[src/rtl/rvfi_trace_gen_if.sv]
// rvfi_trace_gen_if: core-event and RVFI-packet signal bundle for rvfi_trace_gen.
//
// Handshake: every *_valid strobe is valid-only with no ready. The trace
// generator samples its payload on the rising clock edge where the strobe is
// high and never back-pressures. rvfi_valid is a one-cycle pulse that
// qualifies the rvfi_* packet fields.
//
// Modports:
//   master : core side. Drives f_/r_/m_/c_ events and observes rvfi_*.
//   slave  : trace generator. Consumes the events and drives rvfi_*.
// Optional: RVFI_TRACE_GEN_CSR_MISA_EN adds csr_misa_rdata (in) and
//           rvfi_csr_misa_rdata / rvfi_csr_misa_rmask (out).
interface rvfi_trace_gen_if #(
  parameter int XLEN    = 32,
  parameter int ILEN    = 32,
  parameter int ORDER_W = 64
) ();
  localparam int MW = XLEN / 8;

  logic              f_valid;
  logic [XLEN-1:0]   f_pc;
  logic [ILEN-1:0]   f_insn;
  logic              f_intr;
  logic              r_valid;
  logic [4:0]        r_rs1_addr, r_rs2_addr;
  logic [XLEN-1:0]   r_rs1_rdata, r_rs2_rdata;
  logic              m_valid;
  logic [XLEN-1:0]   m_addr;
  logic [MW-1:0]     m_rmask, m_wmask;
  logic [XLEN-1:0]   m_rdata, m_wdata;
  logic              c_valid, c_trap, c_halt;
  logic [4:0]        c_rd_addr;
  logic [XLEN-1:0]   c_rd_wdata, c_pc_next;

  logic              rvfi_valid;
  logic [ORDER_W-1:0] rvfi_order;
  logic [ILEN-1:0]   rvfi_insn;
  logic [XLEN-1:0]   rvfi_pc_rdata, rvfi_pc_wdata;
  logic              rvfi_trap, rvfi_halt, rvfi_intr;
  logic [1:0]        rvfi_mode, rvfi_ixl;
  logic [4:0]        rvfi_rs1_addr, rvfi_rs2_addr, rvfi_rd_addr;
  logic [XLEN-1:0]   rvfi_rs1_rdata, rvfi_rs2_rdata, rvfi_rd_wdata;
  logic [XLEN-1:0]   rvfi_mem_addr, rvfi_mem_rdata, rvfi_mem_wdata;
  logic [MW-1:0]     rvfi_mem_rmask, rvfi_mem_wmask;
`ifdef RVFI_TRACE_GEN_CSR_MISA_EN
  logic [XLEN-1:0]   csr_misa_rdata, rvfi_csr_misa_rdata, rvfi_csr_misa_rmask;
`endif

  modport master (
`ifdef RVFI_TRACE_GEN_CSR_MISA_EN
    output csr_misa_rdata,
    input  rvfi_csr_misa_rdata, rvfi_csr_misa_rmask,
`endif
    output f_valid, f_pc, f_insn, f_intr,
    output r_valid, r_rs1_addr, r_rs2_addr, r_rs1_rdata, r_rs2_rdata,
    output m_valid, m_addr, m_rmask, m_wmask, m_rdata, m_wdata,
    output c_valid, c_trap, c_halt, c_rd_addr, c_rd_wdata, c_pc_next,
    input  rvfi_valid, rvfi_order, rvfi_insn, rvfi_pc_rdata, rvfi_pc_wdata,
    input  rvfi_trap, rvfi_halt, rvfi_intr, rvfi_mode, rvfi_ixl,
    input  rvfi_rs1_addr, rvfi_rs2_addr, rvfi_rs1_rdata, rvfi_rs2_rdata,
    input  rvfi_rd_addr, rvfi_rd_wdata, rvfi_mem_addr, rvfi_mem_rmask,
    input  rvfi_mem_wmask, rvfi_mem_rdata, rvfi_mem_wdata
  );

  modport slave (
`ifdef RVFI_TRACE_GEN_CSR_MISA_EN
    input  csr_misa_rdata,
    output rvfi_csr_misa_rdata, rvfi_csr_misa_rmask,
`endif
    input  f_valid, f_pc, f_insn, f_intr,
    input  r_valid, r_rs1_addr, r_rs2_addr, r_rs1_rdata, r_rs2_rdata,
    input  m_valid, m_addr, m_rmask, m_wmask, m_rdata, m_wdata,
    input  c_valid, c_trap, c_halt, c_rd_addr, c_rd_wdata, c_pc_next,
    output rvfi_valid, rvfi_order, rvfi_insn, rvfi_pc_rdata, rvfi_pc_wdata,
    output rvfi_trap, rvfi_halt, rvfi_intr, rvfi_mode, rvfi_ixl,
    output rvfi_rs1_addr, rvfi_rs2_addr, rvfi_rs1_rdata, rvfi_rs2_rdata,
    output rvfi_rd_addr, rvfi_rd_wdata, rvfi_mem_addr, rvfi_mem_rmask,
    output rvfi_mem_wmask, rvfi_mem_rdata, rvfi_mem_wdata
  );
endinterface

[src/rtl/rvfi_trace_gen.sv]
// rvfi_trace_gen: assembles fetch / operand-read / memory / commit events of a
// multicycle in-order core into one RVFI retirement packet per instruction
// (NRET=1) with a monotonically increasing rvfi_order.
//
// Ports:
//   clock, reset : clock; synchronous active-low reset.
//   bus          : rvfi_trace_gen_if.slave (core events in, rvfi_* out).
//   proto_err    : sticky flag for out-of-order / unexpected events.
//   dbg_state    : current FSM state (0 IDLE, 1 ACTIVE, 2 EMIT, 3 HALTED).
// Optional: RVFI_TRACE_GEN_CSR_MISA_EN adds the misa CSR trace fields.
module rvfi_trace_gen #(
  parameter int XLEN    = 32,
  parameter int ILEN    = 32,
  parameter int ORDER_W = 64
) (
  input  logic             clock,
  input  logic             reset,
  rvfi_trace_gen_if.slave  bus,
  output logic             proto_err,
  output logic [1:0]       dbg_state
);
  localparam int MW = XLEN / 8;
  localparam logic [1:0] IXL = (XLEN == 64) ? 2'd2 : 2'd1;

  typedef enum logic [1:0] {S_IDLE, S_ACTIVE, S_EMIT, S_HALTED} state_t;
  state_t state;

  logic [ORDER_W-1:0] order_cnt;

  // Shadow copy of the instruction being assembled.
  logic [XLEN-1:0] sh_pc, nx_pc;
  logic [ILEN-1:0] sh_insn, nx_insn;
  logic            sh_intr, nx_intr;
  logic [4:0]      sh_rs1_addr, sh_rs2_addr, nx_rs1_addr, nx_rs2_addr;
  logic [XLEN-1:0] sh_rs1_rdata, sh_rs2_rdata, nx_rs1_rdata, nx_rs2_rdata;
  logic [XLEN-1:0] sh_mem_addr, sh_mem_rdata, sh_mem_wdata;
  logic [XLEN-1:0] nx_mem_addr, nx_mem_rdata, nx_mem_wdata;
  logic [MW-1:0]   sh_mem_rmask, sh_mem_wmask, nx_mem_rmask, nx_mem_wmask;

  logic            fetch_take, r_take, m_take, c_take, proto_hit;
  logic [MW-1:0]   cm_wmask;
  logic [XLEN-1:0] cm_wdata, cm_rd_wdata;
  logic [4:0]      cm_rd_addr;

  assign dbg_state = state;

  always_comb begin
    // A fetch in EMIT is still accepted so back-to-back retirement loses
    // nothing; once a halting packet is out, everything is ignored.
    fetch_take = bus.f_valid &&
                 ((state == S_IDLE) || (state == S_EMIT && !bus.rvfi_halt));
    r_take = bus.r_valid && (state == S_ACTIVE || fetch_take);
    m_take = bus.m_valid && (state == S_ACTIVE || fetch_take);
    c_take = bus.c_valid && (state == S_ACTIVE || (state == S_IDLE && bus.f_valid));

    case (state)
      S_IDLE:   proto_hit = !bus.f_valid && (bus.r_valid || bus.m_valid || bus.c_valid);
      S_ACTIVE: proto_hit = bus.f_valid;
      S_EMIT:   proto_hit = !bus.rvfi_halt &&
                            (bus.f_valid || bus.r_valid || bus.m_valid || bus.c_valid);
      default:  proto_hit = 1'b0;
    endcase

    nx_pc        = sh_pc;
    nx_insn      = sh_insn;
    nx_intr      = sh_intr;
    nx_rs1_addr  = sh_rs1_addr;
    nx_rs2_addr  = sh_rs2_addr;
    nx_rs1_rdata = sh_rs1_rdata;
    nx_rs2_rdata = sh_rs2_rdata;
    nx_mem_addr  = sh_mem_addr;
    nx_mem_rmask = sh_mem_rmask;
    nx_mem_wmask = sh_mem_wmask;
    nx_mem_rdata = sh_mem_rdata;
    nx_mem_wdata = sh_mem_wdata;

    if (fetch_take) begin
      nx_pc        = bus.f_pc;
      nx_insn      = bus.f_insn;
      nx_intr      = bus.f_intr;
      nx_rs1_addr  = '0;
      nx_rs2_addr  = '0;
      nx_rs1_rdata = '0;
      nx_rs2_rdata = '0;
      nx_mem_addr  = '0;
      nx_mem_rmask = '0;
      nx_mem_wmask = '0;
      nx_mem_rdata = '0;
      nx_mem_wdata = '0;
    end
    if (r_take) begin
      nx_rs1_addr  = bus.r_rs1_addr;
      nx_rs2_addr  = bus.r_rs2_addr;
      nx_rs1_rdata = (bus.r_rs1_addr == 5'd0) ? '0 : bus.r_rs1_rdata;
      nx_rs2_rdata = (bus.r_rs2_addr == 5'd0) ? '0 : bus.r_rs2_rdata;
    end
    if (m_take) begin
      nx_mem_addr  = bus.m_addr;
      nx_mem_rmask = bus.m_rmask;
      nx_mem_wmask = bus.m_wmask;
      nx_mem_rdata = (bus.m_rmask == '0) ? '0 : bus.m_rdata;
      nx_mem_wdata = (bus.m_wmask == '0) ? '0 : bus.m_wdata;
    end

    // A trapping instruction architecturally writes neither rd nor memory.
    cm_wmask    = bus.c_trap ? '0 : nx_mem_wmask;
    cm_wdata    = (cm_wmask == '0) ? '0 : nx_mem_wdata;
    cm_rd_addr  = bus.c_trap ? 5'd0 : bus.c_rd_addr;
    cm_rd_wdata = (bus.c_trap || bus.c_rd_addr == 5'd0) ? '0 : bus.c_rd_wdata;
  end

`ifdef RVFI_TRACE_GEN_CSR_MISA_EN
  // SYSTEM opcode, Zicsr funct3, csr 0x301; csrrw/csrrwi with rd=0 does not read.
  logic misa_read;
  assign misa_read = (nx_insn[6:0] == 7'h73) && (nx_insn[14:12] != 3'b000) &&
                     (nx_insn[14:12] != 3'b100) && (nx_insn[31:20] == 12'h301) &&
                     !((nx_insn[13:12] == 2'b01) && (nx_insn[11:7] == 5'd0));
`endif

  always_ff @(posedge clock) begin
    if (!reset) begin
      state              <= S_IDLE;
      order_cnt          <= '0;
      proto_err          <= 1'b0;
      sh_pc              <= '0;
      sh_insn            <= '0;
      sh_intr            <= 1'b0;
      sh_rs1_addr        <= '0;
      sh_rs2_addr        <= '0;
      sh_rs1_rdata       <= '0;
      sh_rs2_rdata       <= '0;
      sh_mem_addr        <= '0;
      sh_mem_rmask       <= '0;
      sh_mem_wmask       <= '0;
      sh_mem_rdata       <= '0;
      sh_mem_wdata       <= '0;
      bus.rvfi_valid     <= 1'b0;
      bus.rvfi_order     <= '0;
      bus.rvfi_insn      <= '0;
      bus.rvfi_pc_rdata  <= '0;
      bus.rvfi_pc_wdata  <= '0;
      bus.rvfi_trap      <= 1'b0;
      bus.rvfi_halt      <= 1'b0;
      bus.rvfi_intr      <= 1'b0;
      bus.rvfi_mode      <= 2'b00;
      bus.rvfi_ixl       <= 2'b00;
      bus.rvfi_rs1_addr  <= '0;
      bus.rvfi_rs2_addr  <= '0;
      bus.rvfi_rs1_rdata <= '0;
      bus.rvfi_rs2_rdata <= '0;
      bus.rvfi_rd_addr   <= '0;
      bus.rvfi_rd_wdata  <= '0;
      bus.rvfi_mem_addr  <= '0;
      bus.rvfi_mem_rmask <= '0;
      bus.rvfi_mem_wmask <= '0;
      bus.rvfi_mem_rdata <= '0;
      bus.rvfi_mem_wdata <= '0;
`ifdef RVFI_TRACE_GEN_CSR_MISA_EN
      bus.rvfi_csr_misa_rdata <= '0;
      bus.rvfi_csr_misa_rmask <= '0;
`endif
    end else begin
      bus.rvfi_mode  <= 2'b11;
      bus.rvfi_ixl   <= IXL;
      bus.rvfi_valid <= 1'b0;
      if (proto_hit) proto_err <= 1'b1;

      sh_pc        <= nx_pc;
      sh_insn      <= nx_insn;
      sh_intr      <= nx_intr;
      sh_rs1_addr  <= nx_rs1_addr;
      sh_rs2_addr  <= nx_rs2_addr;
      sh_rs1_rdata <= nx_rs1_rdata;
      sh_rs2_rdata <= nx_rs2_rdata;
      sh_mem_addr  <= nx_mem_addr;
      sh_mem_rmask <= nx_mem_rmask;
      sh_mem_wmask <= nx_mem_wmask;
      sh_mem_rdata <= nx_mem_rdata;
      sh_mem_wdata <= nx_mem_wdata;

      case (state)
        S_IDLE:   if (bus.f_valid) state <= bus.c_valid ? S_EMIT : S_ACTIVE;
        S_ACTIVE: if (bus.c_valid) state <= S_EMIT;
        S_EMIT: begin
          if (bus.rvfi_halt)    state <= S_HALTED;
          else if (bus.f_valid) state <= S_ACTIVE;
          else                  state <= S_IDLE;
        end
        default: state <= S_HALTED;
      endcase

      // Packet registers load only on the edge that enters EMIT.
      if (c_take) begin
        bus.rvfi_valid     <= 1'b1;
        bus.rvfi_order     <= order_cnt;
        order_cnt          <= order_cnt + ORDER_W'(1);
        bus.rvfi_insn      <= nx_insn;
        bus.rvfi_pc_rdata  <= nx_pc;
        bus.rvfi_pc_wdata  <= bus.c_pc_next;
        bus.rvfi_trap      <= bus.c_trap;
        bus.rvfi_halt      <= bus.c_halt;
        bus.rvfi_intr      <= nx_intr;
        bus.rvfi_rs1_addr  <= nx_rs1_addr;
        bus.rvfi_rs2_addr  <= nx_rs2_addr;
        bus.rvfi_rs1_rdata <= nx_rs1_rdata;
        bus.rvfi_rs2_rdata <= nx_rs2_rdata;
        bus.rvfi_rd_addr   <= cm_rd_addr;
        bus.rvfi_rd_wdata  <= cm_rd_wdata;
        bus.rvfi_mem_addr  <= nx_mem_addr;
        bus.rvfi_mem_rmask <= nx_mem_rmask;
        bus.rvfi_mem_wmask <= cm_wmask;
        bus.rvfi_mem_rdata <= nx_mem_rdata;
        bus.rvfi_mem_wdata <= cm_wdata;
`ifdef RVFI_TRACE_GEN_CSR_MISA_EN
        bus.rvfi_csr_misa_rdata <= bus.csr_misa_rdata;
        bus.rvfi_csr_misa_rmask <= misa_read ? '1 : '0;
`endif
      end
    end
  end
endmodule

[src/flat_wrapper.sv]
// flat-port wrapper written by rule: the top's interface ports become plain ports
module rvfi_trace_gen_flat 
#(
  parameter int XLEN    = 32,
  parameter int ILEN    = 32,
  parameter int ORDER_W = 64
)
  (clock, reset, proto_err, dbg_state, bus_f_valid, bus_f_pc, bus_f_insn, bus_f_intr, bus_r_valid, bus_r_rs1_addr, bus_r_rs2_addr, bus_r_rs1_rdata, bus_r_rs2_rdata, bus_m_valid, bus_m_addr, bus_m_rmask, bus_m_wmask, bus_m_rdata, bus_m_wdata, bus_c_valid, bus_c_trap, bus_c_halt, bus_c_rd_addr, bus_c_rd_wdata, bus_c_pc_next, bus_rvfi_valid, bus_rvfi_order, bus_rvfi_insn, bus_rvfi_pc_rdata, bus_rvfi_pc_wdata, bus_rvfi_trap, bus_rvfi_halt, bus_rvfi_intr, bus_rvfi_mode, bus_rvfi_ixl, bus_rvfi_rs1_addr, bus_rvfi_rs2_addr, bus_rvfi_rs1_rdata, bus_rvfi_rs2_rdata, bus_rvfi_rd_addr, bus_rvfi_rd_wdata, bus_rvfi_mem_addr, bus_rvfi_mem_rmask, bus_rvfi_mem_wmask, bus_rvfi_mem_rdata, bus_rvfi_mem_wdata);
  rvfi_trace_gen_if #(.XLEN(XLEN), .ILEN(ILEN), .ORDER_W(ORDER_W)) bus_i ();
  input  logic clock;
  input  logic reset;
  output logic proto_err;
  output logic [1:0] dbg_state;
  input wire logic [$bits(bus_i.f_valid)-1:0] bus_f_valid;
  input wire logic [$bits(bus_i.f_pc)-1:0] bus_f_pc;
  input wire logic [$bits(bus_i.f_insn)-1:0] bus_f_insn;
  input wire logic [$bits(bus_i.f_intr)-1:0] bus_f_intr;
  input wire logic [$bits(bus_i.r_valid)-1:0] bus_r_valid;
  input wire logic [$bits(bus_i.r_rs1_addr)-1:0] bus_r_rs1_addr;
  input wire logic [$bits(bus_i.r_rs2_addr)-1:0] bus_r_rs2_addr;
  input wire logic [$bits(bus_i.r_rs1_rdata)-1:0] bus_r_rs1_rdata;
  input wire logic [$bits(bus_i.r_rs2_rdata)-1:0] bus_r_rs2_rdata;
  input wire logic [$bits(bus_i.m_valid)-1:0] bus_m_valid;
  input wire logic [$bits(bus_i.m_addr)-1:0] bus_m_addr;
  input wire logic [$bits(bus_i.m_rmask)-1:0] bus_m_rmask;
  input wire logic [$bits(bus_i.m_wmask)-1:0] bus_m_wmask;
  input wire logic [$bits(bus_i.m_rdata)-1:0] bus_m_rdata;
  input wire logic [$bits(bus_i.m_wdata)-1:0] bus_m_wdata;
  input wire logic [$bits(bus_i.c_valid)-1:0] bus_c_valid;
  input wire logic [$bits(bus_i.c_trap)-1:0] bus_c_trap;
  input wire logic [$bits(bus_i.c_halt)-1:0] bus_c_halt;
  input wire logic [$bits(bus_i.c_rd_addr)-1:0] bus_c_rd_addr;
  input wire logic [$bits(bus_i.c_rd_wdata)-1:0] bus_c_rd_wdata;
  input wire logic [$bits(bus_i.c_pc_next)-1:0] bus_c_pc_next;
  output wire logic [$bits(bus_i.rvfi_valid)-1:0] bus_rvfi_valid;
  output wire logic [$bits(bus_i.rvfi_order)-1:0] bus_rvfi_order;
  output wire logic [$bits(bus_i.rvfi_insn)-1:0] bus_rvfi_insn;
  output wire logic [$bits(bus_i.rvfi_pc_rdata)-1:0] bus_rvfi_pc_rdata;
  output wire logic [$bits(bus_i.rvfi_pc_wdata)-1:0] bus_rvfi_pc_wdata;
  output wire logic [$bits(bus_i.rvfi_trap)-1:0] bus_rvfi_trap;
  output wire logic [$bits(bus_i.rvfi_halt)-1:0] bus_rvfi_halt;
  output wire logic [$bits(bus_i.rvfi_intr)-1:0] bus_rvfi_intr;
  output wire logic [$bits(bus_i.rvfi_mode)-1:0] bus_rvfi_mode;
  output wire logic [$bits(bus_i.rvfi_ixl)-1:0] bus_rvfi_ixl;
  output wire logic [$bits(bus_i.rvfi_rs1_addr)-1:0] bus_rvfi_rs1_addr;
  output wire logic [$bits(bus_i.rvfi_rs2_addr)-1:0] bus_rvfi_rs2_addr;
  output wire logic [$bits(bus_i.rvfi_rs1_rdata)-1:0] bus_rvfi_rs1_rdata;
  output wire logic [$bits(bus_i.rvfi_rs2_rdata)-1:0] bus_rvfi_rs2_rdata;
  output wire logic [$bits(bus_i.rvfi_rd_addr)-1:0] bus_rvfi_rd_addr;
  output wire logic [$bits(bus_i.rvfi_rd_wdata)-1:0] bus_rvfi_rd_wdata;
  output wire logic [$bits(bus_i.rvfi_mem_addr)-1:0] bus_rvfi_mem_addr;
  output wire logic [$bits(bus_i.rvfi_mem_rmask)-1:0] bus_rvfi_mem_rmask;
  output wire logic [$bits(bus_i.rvfi_mem_wmask)-1:0] bus_rvfi_mem_wmask;
  output wire logic [$bits(bus_i.rvfi_mem_rdata)-1:0] bus_rvfi_mem_rdata;
  output wire logic [$bits(bus_i.rvfi_mem_wdata)-1:0] bus_rvfi_mem_wdata;
  assign bus_i.f_valid = bus_f_valid;
  assign bus_i.f_pc = bus_f_pc;
  assign bus_i.f_insn = bus_f_insn;
  assign bus_i.f_intr = bus_f_intr;
  assign bus_i.r_valid = bus_r_valid;
  assign bus_i.r_rs1_addr = bus_r_rs1_addr;
  assign bus_i.r_rs2_addr = bus_r_rs2_addr;
  assign bus_i.r_rs1_rdata = bus_r_rs1_rdata;
  assign bus_i.r_rs2_rdata = bus_r_rs2_rdata;
  assign bus_i.m_valid = bus_m_valid;
  assign bus_i.m_addr = bus_m_addr;
  assign bus_i.m_rmask = bus_m_rmask;
  assign bus_i.m_wmask = bus_m_wmask;
  assign bus_i.m_rdata = bus_m_rdata;
  assign bus_i.m_wdata = bus_m_wdata;
  assign bus_i.c_valid = bus_c_valid;
  assign bus_i.c_trap = bus_c_trap;
  assign bus_i.c_halt = bus_c_halt;
  assign bus_i.c_rd_addr = bus_c_rd_addr;
  assign bus_i.c_rd_wdata = bus_c_rd_wdata;
  assign bus_i.c_pc_next = bus_c_pc_next;
  assign bus_rvfi_valid = bus_i.rvfi_valid;
  assign bus_rvfi_order = bus_i.rvfi_order;
  assign bus_rvfi_insn = bus_i.rvfi_insn;
  assign bus_rvfi_pc_rdata = bus_i.rvfi_pc_rdata;
  assign bus_rvfi_pc_wdata = bus_i.rvfi_pc_wdata;
  assign bus_rvfi_trap = bus_i.rvfi_trap;
  assign bus_rvfi_halt = bus_i.rvfi_halt;
  assign bus_rvfi_intr = bus_i.rvfi_intr;
  assign bus_rvfi_mode = bus_i.rvfi_mode;
  assign bus_rvfi_ixl = bus_i.rvfi_ixl;
  assign bus_rvfi_rs1_addr = bus_i.rvfi_rs1_addr;
  assign bus_rvfi_rs2_addr = bus_i.rvfi_rs2_addr;
  assign bus_rvfi_rs1_rdata = bus_i.rvfi_rs1_rdata;
  assign bus_rvfi_rs2_rdata = bus_i.rvfi_rs2_rdata;
  assign bus_rvfi_rd_addr = bus_i.rvfi_rd_addr;
  assign bus_rvfi_rd_wdata = bus_i.rvfi_rd_wdata;
  assign bus_rvfi_mem_addr = bus_i.rvfi_mem_addr;
  assign bus_rvfi_mem_rmask = bus_i.rvfi_mem_rmask;
  assign bus_rvfi_mem_wmask = bus_i.rvfi_mem_wmask;
  assign bus_rvfi_mem_rdata = bus_i.rvfi_mem_rdata;
  assign bus_rvfi_mem_wdata = bus_i.rvfi_mem_wdata;
  rvfi_trace_gen #(.XLEN(XLEN), .ILEN(ILEN), .ORDER_W(ORDER_W)) u_core (.clock(clock), .reset(reset), .bus(bus_i), .proto_err(proto_err), .dbg_state(dbg_state));
endmodule
[config.mk]
export PLATFORM = sky130hd
export DESIGN_NAME = rvfi_trace_gen_flat
export DESIGN_NICKNAME = d
export VERILOG_FILES = /design/src/rtl/rvfi_trace_gen_if.sv /design/src/rtl/rvfi_trace_gen.sv /design/src/flat_wrapper.sv
export SDC_FILE = /design/constraint.sdc
export NUM_CORES = 1
export LEC_CHECK = 0
export BUFFER_PORTS_ARGS = -buffer_cell sky130_fd_sc_hd__buf_2
export CAP_MARGIN = 20
export CORE_AREA = 10 10 270 272
export DETAILED_ROUTE_END_ITERATION = 10
export DIE_AREA = 0 0 280 282
export PLACE_DENSITY = 0.58
export SLEW_MARGIN = 0
export SYNTH_ARGS = -nofsm -noshare
export SYNTH_HDL_FRONTEND = slang
export SYNTH_SLANG_ARGS = --single-unit
[constraint.sdc]
create_clock -name clock -period 4.6 [get_ports clock]
set_clock_uncertainty 0.05 [all_clocks]
set_input_delay 0.46 -clock clock [delete_from_list [all_inputs] [get_ports clock]]
set_output_delay 0.46 -clock clock [all_outputs]
set_load 0.005 [all_outputs]
== Word level (Yosys, flattened, before mapping) ==
Cells that the tools add are included.

* Bits in registers: 692
* Latch bits: 0
* Bits in writable memories: 0
* Memory bits (read-only): 0
* Bits of input ports: 320
* Output and inout port bits: 386
* Word-level logic and storage cells: 107
* Memories: 0

* $add $sub $neg: 1
* Multiply operators: 0
* Div/mod/pow operators: 0
* Magnitude comparators: 0
* Eq/ne operators: 4
* Shift operators: 0
* Multiplexer cells: 39
* Bitwise gates (word level): 0
* Reductions and logical operators: 27

{| class="wikitable"
|+ Operator list
! cell !! number
|-
| 2-to-1 mux 32 bit || 18
|-
| adder 64 x 1 -> 64 bit, second input constant || 1
|-
| 2-to-1 mux 5 bit || 5
|-
| 2-to-1 mux 4 bit || 5
|-
| logical NOT 5 bit || 3
|-
| logical NOT 4 bit || 3
|-
| 2-to-1 mux 2 bit || 5
|-
| logical OR 1 bit || 9
|-
| logical AND 1 bit || 8
|-
| one-hot mux 2 bit (3 select lines) || 1
|-
| 2-to-1 mux 1 bit || 4
|-
| inequality test 2 bit, second input constant || 2
|-
| one-hot mux 1 bit (3 select lines) || 1
|-
| == test 2 x 1 -> 1 bit, second input constant || 1
|-
| == test 2 bit, second input constant || 1
|-
| logical NOT 1 bit || 2
|-
| logical NOT 2 bit || 1
|-
| AND reduction 2 bit || 1
|}

== Longest topological paths before layout ==
Gate-level depths: netlist of the first run.

* Depth after elaboration: 10
* Depth in mapped cells: 8
* Mapped depth without buffers: 6

== Worst setup path before layout of the first run ==
No wires, ideal clock.

* Kind: register to register
* Start point: register u_core.order_cnt[35]
* End point: register u_core.order_cnt[61]
* Library setup time: 0.071 ns
* Data arrival time: 2.167 ns
* Required time: 4.479 ns
* Slack: 2.312 ns
* Stages on the path, launching flop included: 6
* Cell sequence: dfxtp_1 -> nand4_2 -> or4_4 -> or4_4 -> or4_1 -> a21oi_1

* Word-level cells in the longest chain between the ends: 1

{| class="wikitable"
|+ RTL lines
! what !! line !! text
|-
| from (decl) || rvfi_trace_gen.sv:28 || <nowiki>logic [ORDER_W-1:0] order_cnt;</nowiki>
|-
| from (signal assigned) || rvfi_trace_gen.sv:196 || <nowiki>order_cnt <= order_cnt + ORDER_W'(1);</nowiki>
|-
| adder 64 x 1 -> 64 bit || rvfi_trace_gen.sv:196 ||
|}

No other way between the ends.
A chain may end at the register's enable or synchronous reset.

== Worst setup path after layout of the first run ==
* Start point: register u_core.state[0], in the netlist u_core.dbg_state[0]
* End point: register u_core.bus.rvfi_mem_rmask[1]

* Word-level cells in the longest chain between the ends: 7

{| class="wikitable"
|+ RTL lines
! what !! line !! text
|-
| from (decl) || rvfi_trace_gen.sv:26 || <nowiki>state_t state;</nowiki>
|-
| from (signal assigned) || rvfi_trace_gen.sv:182 || <nowiki>S_IDLE: if (bus.f_valid) state <= bus.c_valid ? S_EMIT : S_ACTIVE;</nowiki>
|-
| == test 2 bit || rvfi_trace_gen.sv:51 || <nowiki>((state == S_IDLE) || (state == S_EMIT && !bus.rvfi_halt));</nowiki>
|-
| logical AND 1 bit || rvfi_trace_gen.sv:51 ||
|-
| logical OR 1 bit || rvfi_trace_gen.sv:51 ||
|-
| logical AND 1 bit || rvfi_trace_gen.sv:50 || <nowiki>fetch_take = bus.f_valid &&</nowiki>
|-
| logical OR 1 bit || rvfi_trace_gen.sv:53 || <nowiki>m_take = bus.m_valid && (state == S_ACTIVE || fetch_take);</nowiki>
|-
| logical AND 1 bit || rvfi_trace_gen.sv:53 ||
|-
| 2-to-1 mux 4 bit || rvfi_trace_gen.sv:97 || <nowiki>if (m_take) begin</nowiki>
|-
| to (signal assigned) || rvfi_trace_gen.sv:210 || <nowiki>bus.rvfi_mem_rmask <= nx_mem_rmask;</nowiki>
|-
| to (decl) || rvfi_trace_gen_if.sv:77 || <nowiki>output rvfi_rd_addr, rvfi_rd_wdata, rvfi_mem_addr, rvfi_mem_rmask,</nowiki>
|}

Several ways; a longest one is shown, not always the timed one.

==> run metrics, run 1 <==
clock sink count 690; fraction of registers with async set or reset after synthesis 0%; Final #Nets 3632; # rows 96; final worst path period need 2.86 ns; top_reg_cell synth dfxtp_1; synthesis-to-finish area growth 29.3%; Antenna Nets Post-Route 0; port bufs 704; Post-route DRC 0; Worst-Margin Slew 1.40 ns; #FFs+latches synth 690; DP Wirelength 58600 µm; Fin Setup TNS 0 ns; Clock Latency Late Sink 0.62 ns; Root Buffer clkbuf_16; Reg clk slew, reported paths 0.07 ns; top cell type's share of synthesized area 57.0%; Fillers 6659; Initial Util 35.8%; initial drt markers 1548; CP Capture Type register; Routability Congestion 0.839; worst min path class in2reg; Boundary Pins 706; core area 67700 µm²; Post-Syn Area 24200 µm²; most frequent cells in the layout 703 x buf_2, 690 x dfxtp_1, 397 x nor2_1; CTS tree built; drt via density 5.01; Synth cell types 42; ratio of cells with drive above 1 in the final layout 25.9%; GRT Overall Usage 20.3%; DP Area 28300 µm²; Setup CP Type reg2reg; # Post-CTS Setup Buffers 0; clk buf depth 3; VDD IR-drop max 270 µV; fin. max-slew vios 0; final hold violation count 0; sequential area share after synthesis 57.0%; largest net degree at the start of global routing 257; Synthesis Warnings 0; commonest non-fill, non-tap cell in the layout buf_2; die height 282 µm; wire length of the first global-routing pass 126000 µm; first drt pass iteration count 5; Chip Width 280 µm; Lkg Pwr 13.5 nW; initial antenna violation count 35; cells after synthesis 2683; Final Setup Violations 0; period utilization 62.2%; DR vias 21.4k; DRT Wirelength 84500 µm; leading post-synthesis cells by cell area dfxtp_1 57%, nor2_1 6.2%, a21oi_1 5.9%; RSZ-0062 raised after global routing no; Post-synth EDFFs 0; Critical Path Start Type register; mean routed wirelength per cell 19.8 µm; syn_nets 3004; WP data arrival 3.26 ns; Max FO, Critical Path 47; vias in the first global route 20.5k; grt total ovfl 0; Power, Total 13.8 mW; # H-tree levels 3; DIE AREA 79000 µm²; final instance area 31300 µm²; outcome finished, final reports clean; Max Cap Violations 0; maximum clock frequency 349 MHz; CTS buffer count 74; largest area contributor in the netlist dfxtp_1; P per Cell Area 439 nW/µm²; syn_area_per_cell 9.03 µm²; Slew HR 6.47%; Critical Path RT 5.00 ns
==> power by group <==
group	leakage, nW	total [mW]	internal, mW	switching (mW)
clock network	1.21	6.01	3.47	2.54
logic	6.63	1.35	0.521	0.830
registers	5.63	6.40	6.28	0.128
==> worst paths after layout <==
check | from | to | slack (ns) | cells after the start
setup / recovery | u_core.dbg_state[0]$_SDFFE_PN0P_ | u_core.bus.rvfi_mem_rmask[1]$_SDFFE_PN0P_ | 1.74 | 6
hold / removal | bus_c_rd_wdata[7] | u_core.bus.rvfi_rd_wdata[7]$_SDFFE_PN0P_ | 0.04 | 3
setup reg to reg | u_core.dbg_state[0]$_SDFFE_PN0P_ | u_core.bus.rvfi_mem_rmask[1]$_SDFFE_PN0P_ | 1.74 | 6
hold reg to reg | u_core.bus.rvfi_rd_addr[1]$_SDFFE_PN0P_ | u_core.bus.rvfi_rd_addr[1]$_SDFFE_PN0P_ | 0.40 | 2
==> final cells by class <==
class	count	area, µm²	area share, %
antenna	16	40.0	0.128
inverter	14	60.1	0.192
tap	882	1100	3.52
clock buffer	108	2160	6.89
sequential	690	13800	44.1
multi-input combinational	1755	9590	30.6
clock inverter	27	307	0.978
timing repair buffer	776	4260	13.6
==> repair_timing <==
| item | CTS | global route |
|---|---|---|
| endpoints found under the hold margin | 48 | 0 |
| gates resized for setup | 0 | 0 |
| hold buffers | 48 | 0 |
==> synth_stat cells, drive strengths merged (11+ instances only) <==
library cell	instances
o21ai	118
xnor2	18
or4	18
nand3	95
nor4	17
nor2	402
inv	14
a22o	32
o31ai	13
a211oi	112
and3	51
nand2	266
buf	28
a21oi	288
clkbuf	196
or3	19
mux2i	70
and2	35
a22oi	128
nand4	20
dfxtp	690
nor3	11
==> per-stage QoR <==
stage / utilization, % / hold slack [ns] / worst slack [ns] / cells
CTS: 46.2 / 0.000392 / 1.77 / 4252
finish: 46.3 / 0.0406 / 1.74 / 4268
global route: 46.2 / 0.0212 / 1.56 / 4264
detailed placement: 41.8 / 0.393 / 1.61 / 4069
global placement: 41.8 / 0.388 / 1.63 / 4069
floorplan: - / 0.390 / 2.31 / 2683
==> metal layers <==
metal  up-vias  GRT usage, %  wire (µm)
met1      9913          24.9      34800
met4        30          7.75       2470
met2       658          32.5      40100
met5         -             0        184
met3       160          6.83       7030
li1      10600             -          -
==> critical path, cell delays in order (launching register included) <==
cell and delay [ns]:
dfxtp_1 0.35, o21ai_0 0.61, nand3_4 0.69, buf_4 0.50
and3_1 0.22, a21oi_1 0.16, a211oi_1 0.09
==> flip-flops by register name (all words and copies together), names as in the netlist, 5 cells and up <==
register	count
u_core.bus.rvfi_order	64
u_core.order_cnt	64
u_core.bus.rvfi_insn	32
u_core.bus.rvfi_mem_addr	32
u_core.bus.rvfi_mem_rdata	32
u_core.bus.rvfi_mem_wdata	32
u_core.bus.rvfi_pc_rdata	32
u_core.bus.rvfi_pc_wdata	32
u_core.bus.rvfi_rd_wdata	32
u_core.bus.rvfi_rs1_rdata	32
u_core.bus.rvfi_rs2_rdata	32
u_core.sh_insn	32
u_core.sh_mem_addr	32
u_core.sh_mem_rdata	32
u_core.sh_mem_wdata	32
u_core.sh_pc	32
u_core.sh_rs1_rdata	32
u_core.sh_rs2_rdata	32
u_core.bus.rvfi_rd_addr	5
u_core.bus.rvfi_rs1_addr	5
u_core.bus.rvfi_rs2_addr	5
u_core.sh_rs1_addr	5
u_core.sh_rs2_addr	5
==> cell families after synthesis <==
family / synth area share (%)
AND/OR/NAND/NOR: 17.4
AO/OA/AOI/OAI: 17.9
flip-flops: 57.0
buffers and inverters: 3.77
multiplexers: 2.89
XOR/XNOR: 0.904
adder cells (fa/ha/maj): 0.0516
other: 0.0155
(Power assumes the default switching activity.)
==> inputs of run 2 (changes only) <==
--- a/config.mk
+++ b/config.mk
@@ -7,10 +7,10 @@
 export LEC_CHECK = 0
 export BUFFER_PORTS_ARGS = -buffer_cell sky130_fd_sc_hd__buf_2
 export CAP_MARGIN = 20
-export CORE_AREA = 10 10 270 272
+export CORE_AREA = 10 10 264 266
 export DETAILED_ROUTE_END_ITERATION = 10
-export DIE_AREA = 0 0 280 282
-export PLACE_DENSITY = 0.58
+export DIE_AREA = 0 0 274 276
+export PLACE_DENSITY = 0.6
 export SLEW_MARGIN = 0
 export SYNTH_ARGS = -nofsm -noshare
 export SYNTH_HDL_FRONTEND = slang
==> constraint.sdc (replaced) <==
create_clock -name clock -period 2.7 [get_ports clock]
set_clock_uncertainty 0.05 [all_clocks]
set_input_delay 0.27 -clock clock [delete_from_list [all_inputs] [get_ports clock]]
set_output_delay 0.27 -clock clock [all_outputs]
set_load 0.005 [all_outputs]
==> run metrics, run 2 (synthesized netlist as in run 1, its figures left out) <==
Lkg Pwr 14.9 nW (+11%); grt total ovfl 0 (unchanged); Power, Total 24.5 mW (+78%); final hold violation count 0 (unchanged); vias in the first global route 22.7k (+10%); DR vias 22.9k (+6.9%); Boundary Pins 706 (unchanged); crit-path cells nand4_2 > or4_4 > nor4_1 > or4b_2 > a21oi_1; RSZ-0062 raised after global routing no; reg2reg setup slack 0.17 ns (-1.57 ns); Slowest-stage cell, CP or4b_2; P per Cell Area 708 nW/µm² (+61%); Worst-Margin Slew 0.595 ns (-0.808 ns); register area 13800 µm² (unchanged); Root Buffer clkbuf_16; RR Startpoint u_core.order_cnt[35]$_SDFFE_PN0P_; outcome finished, final reports clean; hold_ws 0.0651 ns (+0.0245 ns); synthesis-to-finish area growth 42.6%; most frequent cells in the layout 703 x buf_2, 690 x dfxtp_1, 397 x nor2_1; R2R depth 5 (-1); clock sink count 690 (unchanged); clk buf depth 3 (unchanged); Finished Layout Cells 4535 (+6.3%); maximum clock frequency 395 MHz (+13%); DRT Wirelength 87200 µm (+3.2%); DP Wirelength 59200 µm (+1.1%); die height 276 µm (-2.1%); fin. max-slew vios 0 (unchanged); Critical Path Start Type register; Final #Nets 3935 (+8.3%); Post-Place Cells 4077 (+0.20%); VDD IR-drop max 544 µV (+100%); CTS buffer count 75 (+1.4%); final worst path period need 2.53 ns (-0.332 ns); core area 64100 µm² (-5.4%); # rows 93 (-3.1%); first drt pass iteration count 5 (unchanged); CP Capture Type register; Slew HR 60.2% (+54 points); Fin Setup TNS 0 ns (unchanged); DIE AREA 75600 µm² (-4.2%); GRT Overall Usage 22.0% (+1.7 points); Max Cap Violations 0 (unchanged); CTS tree built; Post-route DRC 0 (unchanged); Multi-input gate area 9590 µm² (about the same); Crit path largest cell delay 0.62 ns (-0.07 ns); period utilization 93.7% (+31 points); Fillers 5773 (-13%); Largest delay share family, worst path simple AND/OR/NAND/NOR gates; WP data arrival 3.02 ns (-0.24 ns); ratio of cells with drive above 1 in the final layout 24.8% (-1.1 points); initial drt markers 1736 (+12%); Initial Util 37.8% (+2.0 points); hold path startpoint reset; worst r2r dst u_core.order_cnt[53]$_SDFFE_PN0P_; mean routed wirelength per cell 19.2 µm (-2.9%); # H-tree levels 3 (unchanged); Critical Path RT 3.19 ns (-1.81 ns); commonest non-fill, non-tap cell in the layout buf_2; Antenna Nets Post-Route 0 (unchanged); Reg clk slew, reported paths 0.06 ns (about the same); Final Core Density 53.9% (+7.6 points); WP buf/inv 0 (-1); Clock Latency Late Sink 0.61 ns (about the same); drt via density 5.04 (+0.58%); Final Setup Violations 0 (unchanged); Setup CP Type reg2reg; Routability Congestion 0.877 (+4.5%); Hold EP u_core.sh_mem_addr[30]$_SDFF_PN0_; worst min path class in2reg; Chip Width 274 µm (-2.1%); Max FO, Critical Path 7 (-85%); Worst Hold Depth 3 (unchanged); Largest regs u_core.bus.rvfi_order (64), u_core.order_cnt (64); port bufs 704 (unchanged); largest net degree at the start of global routing 133 (-48%); initial antenna violation count 11 (-69%); wire length of the first global-routing pass 134000 µm (+6.6%); critical path depth in cells 5 (-1)
-- run 2: cell count changes in the layout (fill, tap and decap cells not counted), sizes merged --
cell / delta
clkbuf: -7
inv: -2
diode: -7
buf: +35
clkinv: +1
dlygate4sd3: +267
bufinv: +7
-- run 2: how the worst max path moves through the flow --
| stage | slack, ns | end | startpoint |
|---|---|---|---|
| 3_3_place_gp | 0.25 | u_core.order_cnt[59]$_SDFFE_PN0P_ | u_core.order_cnt[35]$_SDFFE_PN0P_ |
| 6_report | 0.17 | u_core.order_cnt[53]$_SDFFE_PN0P_ | u_core.order_cnt[35]$_SDFFE_PN0P_ |
| 3_5_place_dp | 0.24 | u_core.order_cnt[61]$_SDFFE_PN0P_ | u_core.order_cnt[35]$_SDFFE_PN0P_ |
| 2_1_floorplan | 0.41 | u_core.order_cnt[61]$_SDFFE_PN0P_ | u_core.order_cnt[35]$_SDFFE_PN0P_ |
| 4_1_cts | 0.21 | u_core.order_cnt[59]$_SDFFE_PN0P_ | u_core.order_cnt[35]$_SDFFE_PN0P_ |
| 5_1_grt | 0.02 | u_core.order_cnt[53]$_SDFFE_PN0P_ | u_core.order_cnt[36]$_SDFFE_PN0P_ |
-- run 2: worst register-to-register path: cells and delay by family (launching register included) --
kind            cells  cell delay (ns)
flops               1             0.43
compound gates      1             0.17
simple gates        4             1.80
-- run 2: repair_timing --
item / 4_1_cts / 5_1_grt
buffers inserted: 0 / 0
resized for setup: 0 / 0
hold buffers: 315 / 0
setup endpoints to repair: 0 / 0
hold endpoints to repair: 533 / 0
-- run 2: final cells by class --
type,count,area share [%]
Tap cell,855,3.10
Multi-Input combinational cell,1755,27.7
Inverter,14,0.174
Clock inverter,33,1.35
Antenna cell,9,0.0652
Timing Repair Buffer,1078,21.4
Clock buffer,101,6.22
Sequential cell,690,40.0
-- run 2: through the flow --
stage          cell area [µm²]  worst slack (ns)
2_1_floorplan            24200             0.412
3_3_place_gp             28800             0.252
3_5_place_dp             28800             0.240
4_1_cts                  34500             0.206
5_1_grt                  34500            0.0242
6_report                 34500             0.170
-- run 2: layer usage --
layer,global-route usage (%),routed length (µm),vias to the layer above
li1,-,-,11200
met1,26.4,35600,10700
met2,36.0,41500,707
met3,6.45,6710,183
met4,9.15,3350,6
met5,0,45,-
-- run 2: report_power, final --
part	internal [mW]	switching [mW]	total (mW)
sequential	10.7	0.216	10.9
clock	6.56	4.28	10.8
combinational	1.20	1.52	2.72
